## config.mk

```make
export PLATFORM = sky130hd
export DESIGN_NAME = pipelined_addsub
export DESIGN_NICKNAME = d
export VERILOG_FILES = /design/src/rtl/pipelined_addsub.sv
export SDC_FILE = /design/constraint.sdc
export NUM_CORES = 1
export LEC_CHECK = 0
export BUFFER_PORTS_ARGS = -buffer_cell sky130_fd_sc_hd__buf_2
export CORE_MARGIN = 2
export CORE_UTILIZATION = 40
export DETAILED_ROUTE_END_ITERATION = 6
export PLACE_DENSITY = 0.56
export SLEW_MARGIN = 10
export SYNTH_ARGS = -nofsm -noshare
export SYNTH_HDL_FRONTEND = slang
export SYNTH_SLANG_ARGS = --single-unit
```

## constraint.sdc

```tcl
create_clock -name clk -period 3.4 [get_ports clk]
set_input_delay 0.51 -clock clk [delete_from_list [all_inputs] [get_ports clk]]
set_output_delay 0.51 -clock clk [all_outputs]
set_load 0.005 [all_outputs]
```

## src/rtl/pipelined_addsub.sv

```systemverilog
// pipelined_addsub: parametrised, pipelined WIDTH-bit add/subtract for the CORDIC X/Y/Z datapath.
//
// The carry chain is cut into STAGES segments of SEG = WIDTH/STAGES bits. Stage k adds operand
// bits [k*SEG +: SEG] using the carry registered by stage k-1. Result chunks that are already
// computed and operand chunks that are still pending travel with the beat.
//
// Ports:
//   clk, rst_n          clock; synchronous active-low reset
//   in_valid, in_ready  operand beat handshake
//   A, B, Cin, sub      operands, carry/borrow-in, mode (0 = add, 1 = subtract)
//   out_valid,out_ready result handshake
//   S, Cout, ovf        sum/difference, carry/borrow-out, signed overflow
//
// Build option: define ADDSUB_SATURATE_EN to clamp S to the most positive or most negative
// value on signed overflow. When it is undefined, S wraps modulo 2^WIDTH.
//
// Flow control is a global stall: every stage advances together when the output register is
// empty or is being drained.
module pipelined_addsub #(
    parameter int unsigned WIDTH  = 16,
    parameter int unsigned STAGES = 4
) (
    input  logic             clk,
    input  logic             rst_n,
    input  logic             in_valid,
    output logic             in_ready,
    input  logic [WIDTH-1:0] A,
    input  logic [WIDTH-1:0] B,
    input  logic             Cin,
    input  logic             sub,
    output logic             out_valid,
    input  logic             out_ready,
    output logic [WIDTH-1:0] S,
    output logic             Cout,
    output logic             ovf
);

    localparam int unsigned SEG = WIDTH / STAGES;

    logic             adv;
    logic [WIDTH-1:0] b_eff;

    assign adv      = !out_valid || out_ready;
    assign in_ready = adv;
    // Subtraction is A + ~B + ~Cin; the carry-in inversion happens at stage 0.
    assign b_eff    = sub ? ~B : B;

    for (genvar k = 0; k < STAGES; k++) begin : gen_stage
        logic [SEG-1:0]         a_seg;
        logic [SEG-1:0]         b_seg;
        logic                   c_in;
        logic                   sub_in;
        logic                   v_in;
        logic [SEG:0]           seg_sum;
        logic [(k+1)*SEG-1:0]   s_cat;   // all result chunks computed so far, this one on top
        logic [(k+1)*SEG-1:0]   s_res;
        logic                   vld_q;
        logic [(k+1)*SEG-1:0]   s_q;

        if (k == 0) begin : gen_src
            assign a_seg  = A[SEG-1:0];
            assign b_seg  = b_eff[SEG-1:0];
            assign c_in   = Cin ^ sub;
            assign sub_in = sub;
            assign v_in   = in_valid;
            assign s_cat  = seg_sum[SEG-1:0];
        end else begin : gen_src
            assign a_seg  = gen_stage[k-1].gen_mid.a_q[SEG-1:0];
            assign b_seg  = gen_stage[k-1].gen_mid.b_q[SEG-1:0];
            assign c_in   = gen_stage[k-1].gen_mid.c_q;
            assign sub_in = gen_stage[k-1].gen_mid.sub_q;
            assign v_in   = gen_stage[k-1].vld_q;
            assign s_cat  = {seg_sum[SEG-1:0], gen_stage[k-1].s_q};
        end

        assign seg_sum = {1'b0, a_seg} + {1'b0, b_seg} + {{SEG{1'b0}}, c_in};

        // Data registers load only with a real beat, so a bubble leaves S showing the last
        // result instead of garbage.
        always_ff @(posedge clk) begin
            if (!rst_n) begin
                vld_q <= 1'b0;
                s_q   <= '0;
            end else if (adv) begin
                vld_q <= v_in;
                if (v_in) begin
                    s_q <= s_res;
                end
            end
        end

        if (k < STAGES - 1) begin : gen_mid
            localparam int unsigned REM = WIDTH - (k + 1) * SEG;

            logic [REM-1:0] a_up;
            logic [REM-1:0] b_up;
            logic [REM-1:0] a_q;
            logic [REM-1:0] b_q;
            logic           c_q;
            logic           sub_q;

            if (k == 0) begin : gen_up
                assign a_up = A[WIDTH-1:SEG];
                assign b_up = b_eff[WIDTH-1:SEG];
            end else begin : gen_up
                assign a_up = gen_stage[k-1].gen_mid.a_q[REM+SEG-1:SEG];
                assign b_up = gen_stage[k-1].gen_mid.b_q[REM+SEG-1:SEG];
            end

            assign s_res = s_cat;

            always_ff @(posedge clk) begin
                if (!rst_n) begin
                    a_q   <= '0;
                    b_q   <= '0;
                    c_q   <= 1'b0;
                    sub_q <= 1'b0;
                end else if (adv && v_in) begin
                    a_q   <= a_up;
                    b_q   <= b_up;
                    c_q   <= seg_sum[SEG];
                    sub_q <= sub_in;
                end
            end
        end else begin : gen_last
            logic ovf_d;
            logic cout_q;
            logic ovf_q;

            // The top segment carries the operand MSBs, so overflow is decided right here.
            assign ovf_d = (a_seg[SEG-1] == b_seg[SEG-1]) && (seg_sum[SEG-1] != a_seg[SEG-1]);

`ifdef ADDSUB_SATURATE_EN
            always_comb begin
                s_res = s_cat;
                if (ovf_d) begin
                    s_res = a_seg[SEG-1] ? {1'b1, {(WIDTH-1){1'b0}}}
                                         : {1'b0, {(WIDTH-1){1'b1}}};
                end
            end
`else
            assign s_res = s_cat;
`endif

            always_ff @(posedge clk) begin
                if (!rst_n) begin
                    cout_q <= 1'b0;
                    ovf_q  <= 1'b0;
                end else if (adv && v_in) begin
                    // In subtract mode a missing carry means a borrow.
                    cout_q <= seg_sum[SEG] ^ sub_in;
                    ovf_q  <= ovf_d;
                end
            end
        end
    end

    assign out_valid = gen_stage[STAGES-1].vld_q;
    assign S         = gen_stage[STAGES-1].s_q;
    assign Cout      = gen_stage[STAGES-1].gen_last.cout_q;
    assign ovf       = gen_stage[STAGES-1].gen_last.ovf_q;

endmodule

```

==> results.json <==
{
  "status": "completed",
  "crit_path_frequent_cell": "fa_1",
  "grt_max_degree": 85,
  "netSwitchingFraction": 0.2383,
  "min_from": "A[10]",
  "io_pins": 58,
  "period_needed_ps": 2156,
  "r2r_cells": 7,
  "ys_ff_latch": 100,
  "die_y_um": 110.5,
  "synth-seq-area-share": 0.4414,
  "rsz0062_at_grt": "no",
  "die_w_um": 110.5,
  "max_freq_mhz": 463.7,
  "ir_worst_vdd_v": 0.0003275,
  "power.density_nw_per_um2": 490.3,
  "period_share": 0.6343,
  "critPathTopFamily": "adder cells",
  "total_power_mw": 2.526,
  "path_cells": "buf_2 > xor2_1 > fa_1 > fa_1 > a21o_1 > a2111oi_0 > a211oi_1",
  "clock_sinks": 100,
  "drc_errors": 0,
  "post_cts_resized": 0,
  "grt_pass1_wl_um": 18280,
  "p_comb_frac": 0.093,
  "final_max_slew_viol_count": 0,
  "slowest_delay_ps": 440,
  "h-tree-depth": 3,
  "timing.rr.start": "gen_stage[0].gen_mid.b_q[0]",
  "internal_power_mw": 1.924,
  "drt-initial-drc-count": 228,
  "clock_skew_ps": 6.778,
  "drive_gt1_frac": 0.1604,
  "clock_power_share": 0.415,
  "seq_power_share": 0.491,
  "relSlewSlack": 0.4912,
  "clock-root-buffer": "clkbuf_16",
  "n_antenna_cell": 0,
  "synthCells": 523,
  "firstDrtPassIters": 4,
  "cts_setup_buffers": 0,
  "reg2reg_to": "gen_stage[1].gen_mid.c_q",
  "cts.clk_slew.worst_paths_ps": 70,
  "crit_slowest_cell": "fa_1",
  "cp-end-kind": "register",
  "startpoint_type": "primary input",
  "holdBufCountCts": 0,
  "nets": 608,
  "worstHoldPathCells": 3,
  "cts_tree": "yes",
  "critPathBufInv": 1,
  "critPathMaxFanout": 3,
  "finalSetupViolations": 0,
  "die-area_sq_um": 12210,
  "cts_buffer_depth": 2,
  "port_buffers": 57,
  "r2r_slack_ps": 1500,
  "fin_tns_setup_ps": 0,
  "worstHoldPathType": "in2reg",
  "switchingPower_mw": 0.6021,
  "timing.critical_path.required_ps": 3610,
  "leakage_nw": 1.945,
  "start_util": 0.4148,
  "rows": 38,
  "ys_warn_count": 0,
  "dpl.hpwl_um": 7042,
  "min_to": "gen_stage[0].gen_mid.a_q[6]",
  "coreArea_sq_um": 10940,
  "syn_avg_cell_area_sq_um": 8.672,
  "drv_cap": 0,
  "viasPerCell": 5.456,
  "path_class": "in2reg",
  "crit_start": "sub",
  "worst_pin_slew_ps": 763.2,
  "grt_overflow": 0,
  "synthesis.nets": 581,
  "wl_per_cell_um": 15.14,
  "syn-cell-area_sq_um": 4536,
  "vias": 3792,
  "gp_congestion": 0.7461,
  "ant_nets": 0,
  "antenna_found_initial": 0,
  "drt-total-wl_um": 10520,
  "cts_buffers": 9,
  "clk_latency_ps": 340,
  "cp_data_arrival_time_ps": 2370,
  "holdWs_ps": 429.2,
  "grt_pass1_vias": 3625,
  "grtUsageTotal": 0.1792,
  "hold_viol_final": 0,
  "synth_cell_types": 38,
  "area_growth_pct": 13.60
}
-- through the flow --
stage	setup WS [ps]	utilization	instance area, sq um	std cells
3_5_place_dp	885.0	0.4426	4840	679
4_1_cts	1246	0.4712	5152	695
2_1_floorplan	828.1	-	4536	523
6_report	1244	0.4712	5152	695
5_1_grt	1122	0.4712	5152	695
3_3_place_gp	921.1	0.4426	4840	679
-- per-layer routing --
layer,vias up,part of all wire,global-route usage
li1,1943,-,-
met1,1757,0.50,0.2577
met2,80,0.45,0.2753
met3,12,0.037,0.02799
met4,0,0.015,0.05833
met5,-,0,0
-- layout make-up --
class	count	area, sq um
Tap cell	140	175.2
Clock inverter	5	60.06
Inverter	13	48.80
Multi-Input combinational cell	358	2221
Sequential cell	100	2002
Timing Repair Buffer	68	392.9
Clock buffer	11	252.7
Fill cell	1119	5783
-- worst reg2reg max path, stage by stage (launching register included) --
cell	delay [ps]
dfxtp_1	300
inv_1	90
fa_1	230
inv_1	70
fa_1	390
a21o_1	190
a2111oi_0	430
nor3_1	90
-- how the worst max path moves through the flow --
stage / cells after the start / slack [ps] / endpoint
CTS: 7 / 1250 / gen_stage[0].gen_mid.c_q
floorplan: 8 / 830 / gen_stage[0].gen_mid.c_q
global placement: 7 / 920 / gen_stage[0].gen_mid.c_q
global route: 7 / 1120 / gen_stage[0].gen_mid.c_q
detailed placement: 7 / 890 / gen_stage[0].gen_mid.c_q
finish: 7 / 1240 / gen_stage[0].gen_mid.c_q
-- logic make-up after synthesis --
group,count (synthesis),synth area share
AO/OA/AOI/OAI,203,0.2513
XOR/XNOR,21,0.04055
buffers and inverters,65,0.06897
adder cells (fa/ha/maj),20,0.06841
flip-flops,100,0.4414
AND/OR/NAND/NOR,114,0.1294
-- power by group through the flow --
stage | Sequential (mW) | Clock [mW] | Combinational [mW]
2_1_floorplan | 1.26 | 0 | 0.171
3_3_place_gp | 1.27 | 0 | 0.233
3_5_place_dp | 1.27 | 0 | 0.238
4_1_cts | 1.24 | 1.07 | 0.238
5_1_grt | 1.25 | 1.13 | 0.268
6_report | 1.24 | 1.05 | 0.236
-- cell usage after synthesis (all sizes together) --
library cell,number,area share
nor2,3,0.0030
nor3b,1,0.0017
a2111oi,3,0.0058
and3b,1,0.0019
and2,3,0.0041
nor2b,5,0.0086
xnor2,15,0.029
a21o,4,0.0066
xor2,6,0.012
buf,39,0.047
and3,1,0.0014
o2111ai,2,0.0039
ha,12,0.033
clkinv,1,0.00083
fa,8,0.035
nand2b,3,0.0041
nand4,4,0.0055
nand3,73,0.081
a221o,2,0.0044
a311oi,3,0.0058
a211oi,16,0.026
o21ai,71,0.078
clkbuf,13,0.011
nor3,5,0.0055
o2111a,1,0.0025
o221ai,4,0.0077
a21oi,95,0.10
or2,1,0.0014
dfxtp,100,0.44
inv,12,0.0099
nand2,14,0.012
a2111o,2,0.0050
-- registers in the layout (all words and copies together), names as in the netlist --
| register | flops |
|---|---|
| Cout | 1 |
| S | 16 |
| gen_stage.gen_mid.a_q | 24 |
| gen_stage.gen_mid.b_q | 24 |
| gen_stage.gen_mid.c_q | 3 |
| gen_stage.gen_mid.sub_q | 3 |
| gen_stage.s_q | 24 |
| gen_stage.vld_q | 3 |
| out_valid | 1 |
| ovf | 1 |
-- placed cells by master, fill, tap and decap left out, types with 3 or more instances in the layout --
master,count
nand2b_1,3
o221ai_1,4
nand4_1,4
a21oi_1,95
and2_1,3
buf_4,9
nand3_1,73
o21ai_0,71
buf_2,57
a311oi_1,3
a211oi_1,16
a21o_1,4
inv_1,10
clkbuf_16,9
ha_1,12
nor2b_1,4
fa_1,8
a2111oi_0,3
xnor2_1,15
dfxtp_1,100
xor2_1,6
nand2_1,14
nor3_1,5
(Power assumes the default switching activity.)
